File: config.mk
export PLATFORM = sky130hd
export DESIGN_NAME = sync_filter_bank_flat
export DESIGN_NICKNAME = d
export VERILOG_FILES = /design/src/rtl/hdl_lib_pkg.sv /design/src/rtl/sync_filter_bank_if.sv /design/src/rtl/sync_filter_channel.sv /design/src/rtl/sync_filter_bank.sv /design/src/flat_wrapper.sv
export SDC_FILE = /design/constraint.sdc
export NUM_CORES = 1
export LEC_CHECK = 0
export CORE_UTILIZATION = 56
export DETAILED_ROUTE_END_ITERATION = 7
export GPL_TIMING_DRIVEN = 0
export PLACE_DENSITY_LB_ADDON = 0.2
export SLEW_MARGIN = 25
export SYNTH_ARGS = -nofsm -noshare
export SYNTH_HDL_FRONTEND = slang
export SYNTH_HIERARCHICAL = 1
export SYNTH_SLANG_ARGS = --single-unit
File: constraint.sdc
create_clock -name clk -period 4.8 [get_ports clk]
set_input_delay 0.96 -clock clk [delete_from_list [all_inputs] [get_ports clk]]
set_output_delay 0.96 -clock clk [all_outputs]
set_load 0.02 [all_outputs]
File: src/rtl/hdl_lib_pkg.sv
// Shared helpers for small boundary blocks: constant-width math and common limits.
package hdl_lib_pkg;

    localparam int MIN_SYNC_STAGES = 2;

    function automatic int clog2(input int value);
        int r;
        int v;
        r = 0;
        v = value - 1;
        while (v > 0) begin
            r++;
            v = v >> 1;
        end
        return r;
    endfunction

    // A counter that only ever holds 0 still needs one bit to exist.
    function automatic int cnt_width(input int cycles);
        return (clog2(cycles) < 1) ? 1 : clog2(cycles);
    endfunction

endpackage

File: src/rtl/sync_filter_bank_if.sv
// Async-level inputs and filtered level/edge outputs of sync_filter_bank.
interface sync_filter_bank_if #(
    parameter int CHANNELS = 8
);
    logic [CHANNELS-1:0] async_in;
    logic                filter_en;
    logic [CHANNELS-1:0] level_out;
    logic [CHANNELS-1:0] rise_pulse;
    logic [CHANNELS-1:0] fall_pulse;
    logic                any_change;

    modport master (
        output async_in, filter_en,
        input  level_out, rise_pulse, fall_pulse, any_change
    );

    modport slave (
        input  async_in, filter_en,
        output level_out, rise_pulse, fall_pulse, any_change
    );
endinterface

File: src/rtl/sync_filter_channel.sv
// One channel: synchroniser chain, glitch-filter counter, filtered level and edge pulses.
module sync_filter_channel
    import hdl_lib_pkg::*;
#(
    parameter int SYNC_STAGES   = 2,
    parameter int FILTER_CYCLES = 4,
    parameter bit RESET_VALUE   = 1'b0
) (
    input  logic clk,
    input  logic rst,
    input  logic async_in,
    input  logic filter_en,
    output logic level_out,
    output logic rise_pulse,
    output logic fall_pulse,
    output logic change_d
);

    localparam int             CW      = cnt_width(FILTER_CYCLES);
    localparam logic [CW-1:0]  CNT_MAX = CW'(FILTER_CYCLES - 1);

    if (SYNC_STAGES < MIN_SYNC_STAGES) begin : g_bad_stages
        $error("sync_filter_channel: SYNC_STAGES must be at least 2");
    end

    (* ASYNC_REG = "TRUE" *) logic [SYNC_STAGES-1:0] sync_q;
    logic [SYNC_STAGES-1:0] sync_d;
    logic [CW-1:0]          cnt_q, cnt_d;
    logic                   level_q, level_d;
    logic                   rise_q, rise_d;
    logic                   fall_q, fall_d;
    logic                   s;

    assign s = sync_q[SYNC_STAGES-1];

    always_comb begin
        sync_d = {sync_q[SYNC_STAGES-2:0], async_in};
    end

    // Bypass accepts on the first differing synced cycle; the counter stays at 0.
    always_comb begin
        cnt_d   = '0;
        level_d = level_q;
        if (s != level_q) begin
            if (!filter_en || cnt_q == CNT_MAX) begin
                level_d = s;
            end else begin
                cnt_d = cnt_q + 1'b1;
            end
        end
    end

    always_comb begin
        rise_d   = level_d & ~level_q;
        fall_d   = ~level_d & level_q;
        change_d = rise_d | fall_d;
    end

    always_ff @(posedge clk or posedge rst) begin
        if (rst) begin
            sync_q  <= {SYNC_STAGES{RESET_VALUE}};
            cnt_q   <= '0;
            level_q <= RESET_VALUE;
            rise_q  <= 1'b0;
            fall_q  <= 1'b0;
        end else begin
            sync_q  <= sync_d;
            cnt_q   <= cnt_d;
            level_q <= level_d;
            rise_q  <= rise_d;
            fall_q  <= fall_d;
        end
    end

    assign level_out  = level_q;
    assign rise_pulse = rise_q;
    assign fall_pulse = fall_q;

endmodule

File: src/rtl/sync_filter_bank.sv
// Bank of independent async-level synchronisers with glitch filters and edge pulses.
module sync_filter_bank
    import hdl_lib_pkg::*;
#(
    parameter int                  CHANNELS      = 8,
    parameter int                  SYNC_STAGES   = 2,
    parameter int                  FILTER_CYCLES = 4,
    parameter logic [CHANNELS-1:0] RESET_VALUE   = '0
) (
    input  logic             clk,
    input  logic             rst,
    sync_filter_bank_if.slave bus
);

    logic [CHANNELS-1:0] level;
    logic [CHANNELS-1:0] rise;
    logic [CHANNELS-1:0] fall;
    logic [CHANNELS-1:0] change_d;
    logic                any_change_q, any_change_d;

    for (genvar g = 0; g < CHANNELS; g++) begin : g_ch
        sync_filter_channel #(
            .SYNC_STAGES  (SYNC_STAGES),
            .FILTER_CYCLES(FILTER_CYCLES),
            .RESET_VALUE  (RESET_VALUE[g])
        ) u_ch (
            .clk       (clk),
            .rst       (rst),
            .async_in  (bus.async_in[g]),
            .filter_en (bus.filter_en),
            .level_out (level[g]),
            .rise_pulse(rise[g]),
            .fall_pulse(fall[g]),
            .change_d  (change_d[g])
        );
    end

    // Reduced from the channels' next-state so it lines up with the pulse registers.
    always_comb begin
        any_change_d = |change_d;
    end

    always_ff @(posedge clk or posedge rst) begin
        if (rst) begin
            any_change_q <= 1'b0;
        end else begin
            any_change_q <= any_change_d;
        end
    end

    assign bus.level_out  = level;
    assign bus.rise_pulse = rise;
    assign bus.fall_pulse = fall;
    assign bus.any_change = any_change_q;

endmodule
File: src/flat_wrapper.sv
// flat-port wrapper written by rule: the top's interface ports become plain ports
module sync_filter_bank_flat import hdl_lib_pkg::*;
#(
    parameter int                  CHANNELS      = 8,
    parameter int                  SYNC_STAGES   = 2,
    parameter int                  FILTER_CYCLES = 4,
    parameter logic [CHANNELS-1:0] RESET_VALUE   = '0
)
  (clk, rst, bus_async_in, bus_filter_en, bus_level_out, bus_rise_pulse, bus_fall_pulse, bus_any_change);
  sync_filter_bank_if #(.CHANNELS(CHANNELS)) bus_i ();
  input  logic clk;
  input  logic rst;
  input wire logic [$bits(bus_i.async_in)-1:0] bus_async_in;
  input wire logic [$bits(bus_i.filter_en)-1:0] bus_filter_en;
  output wire logic [$bits(bus_i.level_out)-1:0] bus_level_out;
  output wire logic [$bits(bus_i.rise_pulse)-1:0] bus_rise_pulse;
  output wire logic [$bits(bus_i.fall_pulse)-1:0] bus_fall_pulse;
  output wire logic [$bits(bus_i.any_change)-1:0] bus_any_change;
  assign bus_i.async_in = bus_async_in;
  assign bus_i.filter_en = bus_filter_en;
  assign bus_level_out = bus_i.level_out;
  assign bus_rise_pulse = bus_i.rise_pulse;
  assign bus_fall_pulse = bus_i.fall_pulse;
  assign bus_any_change = bus_i.any_change;
  sync_filter_bank #(.CHANNELS(CHANNELS), .SYNC_STAGES(SYNC_STAGES), .FILTER_CYCLES(FILTER_CYCLES), .RESET_VALUE(RESET_VALUE)) u_core (.clk(clk), .rst(rst), .bus(bus_i));
endmodule
Word-level counts from Yosys, hierarchy flattened --
Index checks and enable logic that the tools add are counted.
Word-level totals: flip-flop bits (word level) 57, bits of input ports 11
Cells by class: multiplexer cells 32, reductions and logical operators 10, bitwise operators 40, add/subtract/negate cells 8, equality and inequality tests 16
Operators with widths (number):
- $mux W2 | 16
- $add A2 B1 Y2 const B | 8
- $and A1 B1 Y1 | 16
- $eq A2 B2 Y1 const B | 8
- $mux W1 | 16
- $not A1 Y1 | 16
- $logic_or A1 B1 Y1 | 8
- $ne A1 B1 Y1 | 8
- $or A1 B1 Y1 | 8
- $reduce_or A8 Y1 | 1
- $logic_not A1 Y1 | 1

Depth between registers and ports, before layout --
Gate-level depths: netlist of run 1.
depth in word-level cells 8, mapped depth 7, mapped depth without buffers 7

Cells and area by module --
The synthesis of run 1 kept the hierarchy.
Modules (own cells, without submodules):
- sync_filter_channel | cells each 19, area an instance 277.8 um^2, times used 8, seq. area each 175.2 um^2
- sync_filter_bank | cells each 5, area an instance 45.0 um^2, times used 1, seq. area each 25.0 um^2

Worst setup path before layout of run 1 --
No wires, ideal clock.
kind input -> register, start input port bus_filter_en, end register u_core.any_change_q, in the netlist u_core/bus.any_change, library setup time 0.129 ns, arrival 2.048 ns, data required time 4.671 ns, stages 6, path buffers 0, path slack 2.623 ns, cells stage by stage nor2b_4 > mux2_2 > ha_1 > inv_1 > nor4_1 > nand2_1
On the way: word-level cells in the longest chain between the ends 8, elaborated cells between the ends (all ways) 58
RTL lines:
- start, declared | line flat_wrapper.sv:14 | input wire logic [$bits(bus_i.filter_en)-1:0] bus_filter_en;
- $logic_not A1 Y1 (*) | line sync_filter_channel.sv:45 | if (!filter_en || cnt_q == CNT_MAX) begin
- $logic_or A1 B1 Y1 (*) | line sync_filter_channel.sv:45
- $mux W1 (*) | line sync_filter_channel.sv:45
- $mux W1 (*) | line sync_filter_channel.sv:44 | if (s != level_q) begin
- $not A1 Y1 | line sync_filter_channel.sv:55 | fall_d = ~level_d & level_q;
- $and A1 B1 Y1 | line sync_filter_channel.sv:55
- $or A1 B1 Y1 (*) | line sync_filter_channel.sv:56 | change_d = rise_d | fall_d;
- named net u_core.change_d[1] | line sync_filter_bank.sv:18 | logic [CHANNELS-1:0] change_d;
- $reduce_or A8 Y1 (*) | line sync_filter_bank.sv:40 | any_change_d = |change_d;
- named net u_core.any_change_d | line sync_filter_bank.sv:19 | logic any_change_q, any_change_d;
- end signal, assigned | line sync_filter_bank.sv:47 | any_change_q <= any_change_d;
- end, declared | line sync_filter_bank.sv:19
Mark *: on every way through the listed nets, which the timed path passes. The rest lies on a longest branch.

Final worst setup path of run 1 --
Ends and elaborated chain as after synthesis.

==> results of run 1 <==
-- per-stage QoR --
| step | util (%) | hold slack (ps) |
|---|---|---|
| final | 75.1 | 344 |
| after global routing | 75.1 | 354 |
| after CTS | 75.1 | 347 |
| after floorplan | - | 331 |
| after detailed placement | 71.0 | 335 |
| after global placement | 71.0 | 332 |
-- registers in the layout, indices dropped and copies added (netlist names) --
| name | flops |
|---|---|
| u_core/g_ch.u_ch/fall_pulse | 8 |
| u_core/bus.any_change | 1 |
| u_core/g_ch.u_ch/sync_q | 16 |
| u_core/g_ch.u_ch/cnt_q | 16 |
| u_core/g_ch.u_ch/rise_pulse | 8 |
| u_core/g_ch.u_ch/level_out | 8 |
-- synth_stat cells, drive strengths merged --
cell type | count | area share, %
and3b | 8 | 3.1
dfrtp | 57 | 63
ha | 16 | 8.8
inv | 25 | 4.1
mux2 | 16 | 7.9
nand2 | 1 | 0.17
nor2b | 8 | 4.9
nor3 | 8 | 1.8
nor3b | 8 | 2.6
nor4 | 2 | 0.55
xnor2 | 8 | 3.1
-- cell families after synthesis --
logic type	after synthesis	share of synthesized area, %
muxes	16	7.95
adders and majority gates	16	8.83
and+or+nand+nor	35	13.1
DFF	57	62.9
buffers and inverters	25	4.14
xor gates and xnor gates	8	3.09
-- layer usage --
| metal | global-route usage (%) | share of wire, % | vias to the layer above |
|---|---|---|---|
| met5 | 0 | 0 | - |
| met4 | 13.9 | 2.1 | 0 |
| met3 | 7.47 | 4.0 | 9 |
| met2 | 33.8 | 53 | 25 |
| met1 | 22.3 | 40 | 634 |
| li1 | - | - | 608 |
-- final cells by class --
cell class                 count  area (um2)
sequential                    57        1430
fill                         237         937
multi-input combinational     75         747
timing repair buffer          35         350
clock buffer                  15         156
inverter                      25        93.8
tap                           48        60.1
-- power groups by stage --
stage               clock network, W  registers (W)  logic [W]
detailed placement                 0       0.000552   0.000169
CTS                         0.000373       0.000544   0.000170
global placement                   0       0.000548   0.000161
floorplan                          0       0.000570  0.0000784
global route                0.000394       0.000548   0.000185
finish                      0.000360       0.000543   0.000166
-- worst max-delay path by stage --
stage / slack (ps) / depth (start not counted) / startpoint / end
detailed placement: 1590 / 7 / bus_filter_en / u_core/bus.any_change
global route: 1840 / 7 / bus_filter_en / u_core/bus.any_change
floorplan: 2620 / 6 / bus_filter_en / u_core/bus.any_change
finish: 1950 / 7 / bus_filter_en / u_core/bus.any_change
CTS: 1910 / 7 / bus_filter_en / u_core/bus.any_change
global placement: 1660 / 7 / bus_filter_en / u_core/bus.any_change
==> results.yml, run 1 <==
run_status:
  status: "finished clean"
layout:
  n_antenna_cell: 0
  synthToLayoutAreaGrowth_pct: 25.0
  final_cell_count_no_fill: 255
  fin_area_um2: 2830
  drive_gt1_share_pct: 16.4
  layout_commonest_cell: "dfrtp_1"
  finalNetCount: 230
  final_cell_mix: "dfrtp_1 (57), clkdlybuf4s50_1 (35), inv_1 (25)"
worst_setup_path:
  crit_fanout: 8
  worst_ep_required_time_ps: 5000
  timing.rr.start: "u_core/g_ch[1].u_ch/cnt_q[0]"
  crit_slowest_cell: "clkdlybuf4s50_1"
  startpoint_type: "primary input"
  crit_path_end_kind: "register"
  cpPeakStageDelay_ps: 720
  path_cells: "clkdlybuf4s50_1 > nor2b_4 > mux2_2 > ha_1 > inv_1 > nor4_1 > nand2_1"
  cp_top_family: "buffers and inverters"
  r2r_slack_ps: 2790
  crit_type: "primary input to register"
  critPathArrivalTime_ps: 3050
  critPathBufInv: 2
  r2r_end: "u_core/bus.any_change"
  reg2reg_depth: 7
timing:
  final.setup.worst_slack_ps: 1950
  rsz0062_at_grt: "false"
  fin_crit_ps: 2850
  setup_tns_ps: 0
  finalSetupViolCount: 0
  slew_viol_final: 0
  finalCritPeriodShare_pct: 59.4
  skew_ps: 6.33
  final_hold_viol_count: 0
  fmax_mhz: 350
  tightest_slew_ps: 410
  slew_headroom_pct: 72.6
clock_network:
  clk_latency_ps: 320
  cts_tree: "built"
  htree_levels: 3
  root_buffer: "clkbuf_8"
  post-cts-setup-buffers: 0
  clock_path_buffers: 2
  cts.sinks: 57
  numCtsBuffers: 9
  cts.clk_slew.worst_paths_ps: 60
  cts_hold_buf: 0
  postCtsResizedCells: 0
placement:
  dp_hpwl_mm: 2.68
  place_ws_ps: 1590
  dpl_cell_area_um2: 2680
  dp.cells: 240
  gp_congestion: 0.703
  io_buffers: 35
power:
  seqPwrFrac_pct: 50.8
  total_power_w: 0.00107
  p_sw_w: 0.000265
  p_per_area_nw_per_um2: 377
  p_int_w: 0.000804
  swShare_pct: 24.8
  vdd_drop_max_v: 0.000258
  p_leak_nw: 1.43
  power_frac_comb_pct: 15.5
  clock_power_share_pct: 33.6
route:
  vias: 1276
  dr.pass1.iters: 3
  wl_per_cell_um: 14.0
  drt-total-wl_mm: 3.58
  dr.first_iter.drc_count: 50
  vias_per_cell: 5.00
  final_antenna_net_count: 0
  drc: 0
min_path:
  holdCritStartpoint: "u_core/g_ch[3].u_ch/sync_q[0]"
  hold_class: "register to register"
  whs_path_depth: 0
  hold_path_end: "u_core/g_ch[3].u_ch/sync_q[1]"
global_route:
  grt_pass1_vias: 1388
  grt_max_degree: 10
  grt_pass1_wl_mm: 6.09
  grt.overflow.total: 0
  antenna_found_initial: 0
  grt_util_all_layers_pct: 20.7
logic_synthesis:
  yosysSeqAreaShare_pct: 62.9
  synthesis.instances: 157
  syn_area_per_cell_um2: 14.4
  ys_seq_elements: 57
  syn_nets: 184
  yosysUniqueCellTypes: 11
  netlist_area_um2: 2270
  synth_warnings: 6
floorplan:
  dieArea_um2: 4310
  num_rows: 22
  dieHeight_um: 65.6
  core-area_um2: 3770
  pin_count: 36
  start_util_pct: 60.1
  dieWidth_um: 65.6
job:
  maxCapViolCount: 0
Power figures use the tool's default switching activity.
==> inputs of run 2 (changes only) <==
--- a/config.mk
+++ b/config.mk
@@ -5,7 +5,7 @@
 export SDC_FILE = /design/constraint.sdc
 export NUM_CORES = 1
 export LEC_CHECK = 0
-export CORE_UTILIZATION = 56
+export CORE_UTILIZATION = 52
 export DETAILED_ROUTE_END_ITERATION = 7
 export GPL_TIMING_DRIVEN = 0
 export PLACE_DENSITY_LB_ADDON = 0.2
==> constraint.sdc (replaced) <==
create_clock -name clk -period 2.9 [get_ports clk]
set_input_delay 0.58 -clock clk [delete_from_list [all_inputs] [get_ports clk]]
set_output_delay 0.58 -clock clk [all_outputs]
set_load 0.02 [all_outputs]
==> run 2 against run 1 <==
Via count is 1.3% lower. Largest power group unchanged. Largest cell class unchanged. Clock-buffer cell count is 2 lower. Design area is 0.53% higher. Total power is 70% higher. Sequential power is 65% higher.
==> results.yml, run 2 (synthesis gave the netlist of run 1 again) <==
run_status:
  status: "finished clean"
layout:
  synthToLayoutAreaGrowth_pct: 25.7
  drive_gt1_share_pct: 17.6
  regArea_um2: 1430
  final_cell_count_no_fill: 255
  layout_commonest_cell: "dfrtp_1"
  finalNetCount: 230
  multi_input_area_um2: 747
  n_antenna_cell: 0
  reg.largest.list: "u_core/g_ch.u_ch/cnt_q x16, u_core/g_ch.u_ch/sync_q x16"
  nFillCells: 294
  final_cell_mix: "dfrtp_1 (57), clkdlybuf4s50_1 (35), inv_1 (25)"
worst_setup_path:
  critPathArrivalTime_ps: 2680
  crit_path_end_kind: "register"
  crit_fanout: 8
  crit_type: "primary input to register"
  r2r_slack_ps: 890
  worst_ep_required_time_ps: 3110
  cp-startpoint: "bus_filter_en"
  startpoint_type: "primary input"
  timing.rr.start: "u_core/g_ch[0].u_ch/cnt_q[0]"
  reg2reg_depth: 7
  r2r_end: "u_core/bus.any_change"
  cp-endpoint: "u_core/bus.any_change"
placement:
  io_buffers: 35
  gp_congestion: 0.707
  dp.cells: 242
  dp_hpwl_mm: 2.55
clock_network:
  clk_latency_ps: 330
  postCtsResizedCells: 0
  root_buffer: "clkbuf_8"
  post-cts-setup-buffers: 0
  cts_tree: "built"
  htree_levels: 3
  cts_hold_buf: 0
  cts.clk_slew.worst_paths_ps: 60
  numCtsBuffers: 9
  clock_path_buffers: 2
  cts.sinks: 57
timing:
  slew_headroom_pct: 74.4
  skew_ps: 8.31
  fin_crit_ps: 2470
  slew_viol_final: 0
  final_hold_viol_count: 0
  rsz0062_at_grt: "false"
  finalSetupViolCount: 0
  fmax_mhz: 405
  finalCritPeriodShare_pct: 85.2
  setup_tns_ps: 0
  tightest_slew_ps: 383
power:
  p_leak_nw: 1.44
  p_per_area_nw_per_um2: 637
  vdd_drop_max_v: 0.000380
job:
  maxCapViolCount: 0
floorplan:
  dieArea_um2: 4630
  pin_count: 36
  num_rows: 23
  core-area_um2: 4090
  dieWidth_um: 68.0
  start_util_pct: 55.5
  dieHeight_um: 68.0
route:
  dr.first_iter.drc_count: 47
  drt-total-wl_mm: 3.46
  dr.pass1.iters: 4
  final_antenna_net_count: 0
  wl_per_cell_um: 13.5
  drc: 0
  vias_per_cell: 4.94
  vias: 1260
global_route:
  antenna_found_initial: 0
  grt_util_all_layers_pct: 18.6
  grt_pass1_vias: 1324
  grt_max_degree: 10
  grt_pass1_wl_mm: 5.86
  grt.overflow.total: 0
min_path:
  hold_class: "register to register"
[run 2: cell types whose count changed in the layout (fill, tap and decap cells not counted)]
cell / before / now
clkbuf_8: 10 / 12
clkbuf_1: 5 / 1
[run 2: through the flow]
step           hold WS, ps  total power [W]  setup WS [ps]  cell area [um2]  util (%)
6_report               343          0.00181            429             2850      69.7
5_1_grt                354          0.00191            306             2850      69.7
4_1_cts                348          0.00184            403             2850      69.7
3_5_place_dp           335          0.00119           70.3             2680      65.6
3_3_place_gp           334          0.00117           74.8             2680      65.6
2_1_floorplan          309          0.00107           1100             2270         -
[run 2: worst max-delay path, cell delays in order]
cell and delay, ps:
clkdlybuf4s50_1 700, nor2b_4 260, mux2_2 360, ha_1 290
inv_1 40, nor4_1 360, nand2_1 90
[run 2: worst min path at each step]
stage | startpoint | endpoint | cells past startpoint
global route | u_core/g_ch[7].u_ch/sync_q[0] | u_core/g_ch[7].u_ch/sync_q[1] | 0
finish | u_core/g_ch[4].u_ch/sync_q[0] | u_core/g_ch[4].u_ch/sync_q[1] | 0
global placement | u_core/g_ch[4].u_ch/sync_q[0] | u_core/g_ch[4].u_ch/sync_q[1] | 0
floorplan | rst | u_core/bus.any_change | 1
CTS | u_core/g_ch[4].u_ch/sync_q[0] | u_core/g_ch[4].u_ch/sync_q[1] | 0
detailed placement | u_core/g_ch[7].u_ch/sync_q[0] | u_core/g_ch[7].u_ch/sync_q[1] | 0
[run 2: area by class of cell]
type                            instances  share of cell area, %
Sequential cell                        57                   50.1
Multi-Input combinational cell         75                   26.2
Timing Repair Buffer                   35                   12.3
Clock buffer                           13                   5.93
Inverter                               25                   3.29
Tap cell                               50                   2.20
[run 2: report_power, final]
group / internal [W] / switching (W)
combinational: 0.000142 / 0.000132
clock: 0.000366 / 0.000276
sequential: 0.000858 / 0.0000397
[run 2: routing by layer]
metal | wire, um | global-route usage (%)
met1 | 1460 | 21.3
met5 | 0 | 0
met3 | 161 | 6.50
met4 | 87 | 14.1
met2 | 1750 | 28.6
==> inputs of run 3 (changes only) <==
--- a/config.mk
+++ b/config.mk
@@ -5,7 +5,10 @@
 export SDC_FILE = /design/constraint.sdc
 export NUM_CORES = 1
 export LEC_CHECK = 0
-export CORE_UTILIZATION = 52
+export CELL_PAD_IN_SITES_DETAIL_PLACEMENT = 2
+export CELL_PAD_IN_SITES_GLOBAL_PLACEMENT = 2
+export CORE_MARGIN = 2
+export CORE_UTILIZATION = 37
 export DETAILED_ROUTE_END_ITERATION = 7
 export GPL_TIMING_DRIVEN = 0
 export PLACE_DENSITY_LB_ADDON = 0.2
==> run 3 against run 2 <==
Clock skew down 4.1 ps. Total power up 4.7%. Die area up 46%. Critical path depth unchanged. Sequential share of layout area down 0.89 points. Combinational power up 3%. Sequential cell count unchanged. Routed wire length up 24%. Maximum frequency down 3.5%. Design area up 1.8%. Via count up 3.9%. Critical endpoint unchanged. Largest power group unchanged. Highest routed layer unchanged.
==> results.yml, run 3 (synthesis gave the netlist of run 1 again) <==
worst_setup_path:
  cpPeakStageDelay_ps: 730
  startpoint_type: "primary input"
  path_cells: "clkdlybuf4s50_1 > nor2b_4 > mux2_2 > ha_1 > inv_1 > nor4_1 > nand2_1"
  cp_top_family: "buffers and inverters"
  critPathBufInv: 2
  critPathArrivalTime_ps: 2760
  crit_fanout: 8
  crit_slowest_cell: "clkdlybuf4s50_1"
  crit_path_end_kind: "register"
  crit_type: "primary input to register"
  worst_ep_required_time_ps: 3100
clock_network:
  cts.clk_slew.worst_paths_ps: 60
  cts_tree: "built"
  root_buffer: "clkbuf_8"
  htree_levels: 3
  cts_hold_buf: 0
  clock_path_buffers: 2
  post-cts-setup-buffers: 0
  postCtsResizedCells: 0
  clk_latency_ps: 330
  numCtsBuffers: 9
  cts.sinks: 57
timing:
  slew_headroom_pct: 71.5
  skew_ps: 4.25
  finalSetupViolCount: 0
  hold_ws_ps: 350
  finalCritPeriodShare_pct: 88.3
  tightest_slew_ps: 426
  fin_crit_ps: 2560
  slew_viol_final: 0
  rsz0062_at_grt: "false"
  final_hold_viol_count: 0
  fmax_mhz: 390
  final.setup.worst_slack_ps: 339
power:
  p_sw_w: 0.000480
  swShare_pct: 25.3
  vdd_drop_max_v: 0.000255
  p_int_w: 0.00142
  power_frac_comb_pct: 14.8
  p_leak_nw: 1.45
  p_per_area_nw_per_um2: 655
  total_power_w: 0.00190
  clock_power_share_pct: 37.8
  seqPwrFrac_pct: 47.3
job:
  maxCapViolCount: 0
global_route:
  grt_util_all_layers_pct: 15.4
  grt_pass1_vias: 1542
  antenna_found_initial: 0
  grt.overflow.total: 0
  grt_max_degree: 10
  grt_pass1_wl_mm: 7.43
layout:
  final_cell_count_no_fill: 283
  synthToLayoutAreaGrowth_pct: 27.9
  drive_gt1_share_pct: 17.8
  finalNetCount: 230
  multi_input_area_um2: 747
  final_cell_mix: "dfrtp_1 (57), clkdlybuf4s50_1 (35), inv_1 (25)"
  regArea_um2: 1430
  n_antenna_cell: 0
  reg.largest.list: "u_core/g_ch.u_ch/cnt_q x16, u_core/g_ch.u_ch/sync_q x16"
  fin_area_um2: 2900
  layout_commonest_cell: "dfrtp_1"
  nFillCells: 574
placement:
  io_buffers: 35
  dp_hpwl_mm: 3.18
  place_ws_ps: -80.4
  gp_congestion: 0.741
  dpl_cell_area_um2: 2710
  dp.cells: 267
floorplan:
  dieArea_um2: 6770
  num_rows: 28
  pin_count: 36
  dieHeight_um: 82.3
  core-area_um2: 5920
  start_util_pct: 38.3
  dieWidth_um: 82.3
route:
  final_antenna_net_count: 0
  dr.pass1.iters: 4
  wl_per_cell_um: 15.2
  vias: 1309
  drt-total-wl_mm: 4.30
  dr.first_iter.drc_count: 61
  vias_per_cell: 4.63
  drc: 0
min_path:
  hold_class: "register to register"
run_status:
  status: "finished clean"
-- run 3: cell types whose count changed in the layout (fill, tap and decap cells not counted) --
cell and change:
bufinv_16 +1, clkbuf_1 +2, clkbuf_8 -2, clkinv_2 +2
-- run 3: final timing paths --
check                                                end                     startpoint  cells past startpoint  slack, ps
setup reg to reg                   u_core/bus.any_change   u_core/g_ch[0].u_ch/cnt_q[0]                      7        820
hold / removal             u_core/g_ch[1].u_ch/sync_q[1]  u_core/g_ch[1].u_ch/sync_q[0]                      0        350
setup / recovery                   u_core/bus.any_change                  bus_filter_en                      7        340
max in group asynchronous  u_core/g_ch[3].u_ch/level_out                            rst                      2       1880
hold reg to reg            u_core/g_ch[1].u_ch/sync_q[1]  u_core/g_ch[1].u_ch/sync_q[0]                      0        350
min in group asynchronous          u_core/bus.any_change                            rst                      2        660
-- run 3: layer usage --
layer,vias up,GRT usage [%],routed length [um]
met3,8,4.67,183
met2,26,25.6,2300
met1,670,17.5,1720
met5,-,0,0
met4,0,9.00,87
li1,605,-,-
-- run 3: cell type report --
cell class              instances  share of cell area [%]
flip-flops and latches         57                    49.2
multi-input cells              75                    25.8
repair buffers                 35                    12.1
clock buffers                  13                    5.13
inverters                      25                    3.24
well taps                      75                    3.24
clock inverters                 3                    1.38
-- run 3: worst reg2reg max path, stage by stage (launching register included) --
cell and delay (ps):
dfrtp_1 390, ha_1 230, nor2b_4 180, mux2_2 370
ha_1 290, inv_1 40, nor4_1 370, nand2_1 100
-- run 3: power by group through the flow --
stage	Sequential, W	Clock [W]	Combinational (W)
floorplan	0.000944	0	0.000130
global placement	0.000908	0	0.000273
detailed placement	0.000915	0	0.000289
CTS	0.000901	0.000742	0.000291
global route	0.000909	0.000775	0.000315
finish	0.000899	0.000718	0.000282
-- run 3: metrics by stage --
stage	TNS [ps]	utilization [%]
floorplan	0	-
global placement	0	45.8
detailed placement	-80.4	45.8
CTS	0	49.0
global route	0	49.0
finish	0	49.0
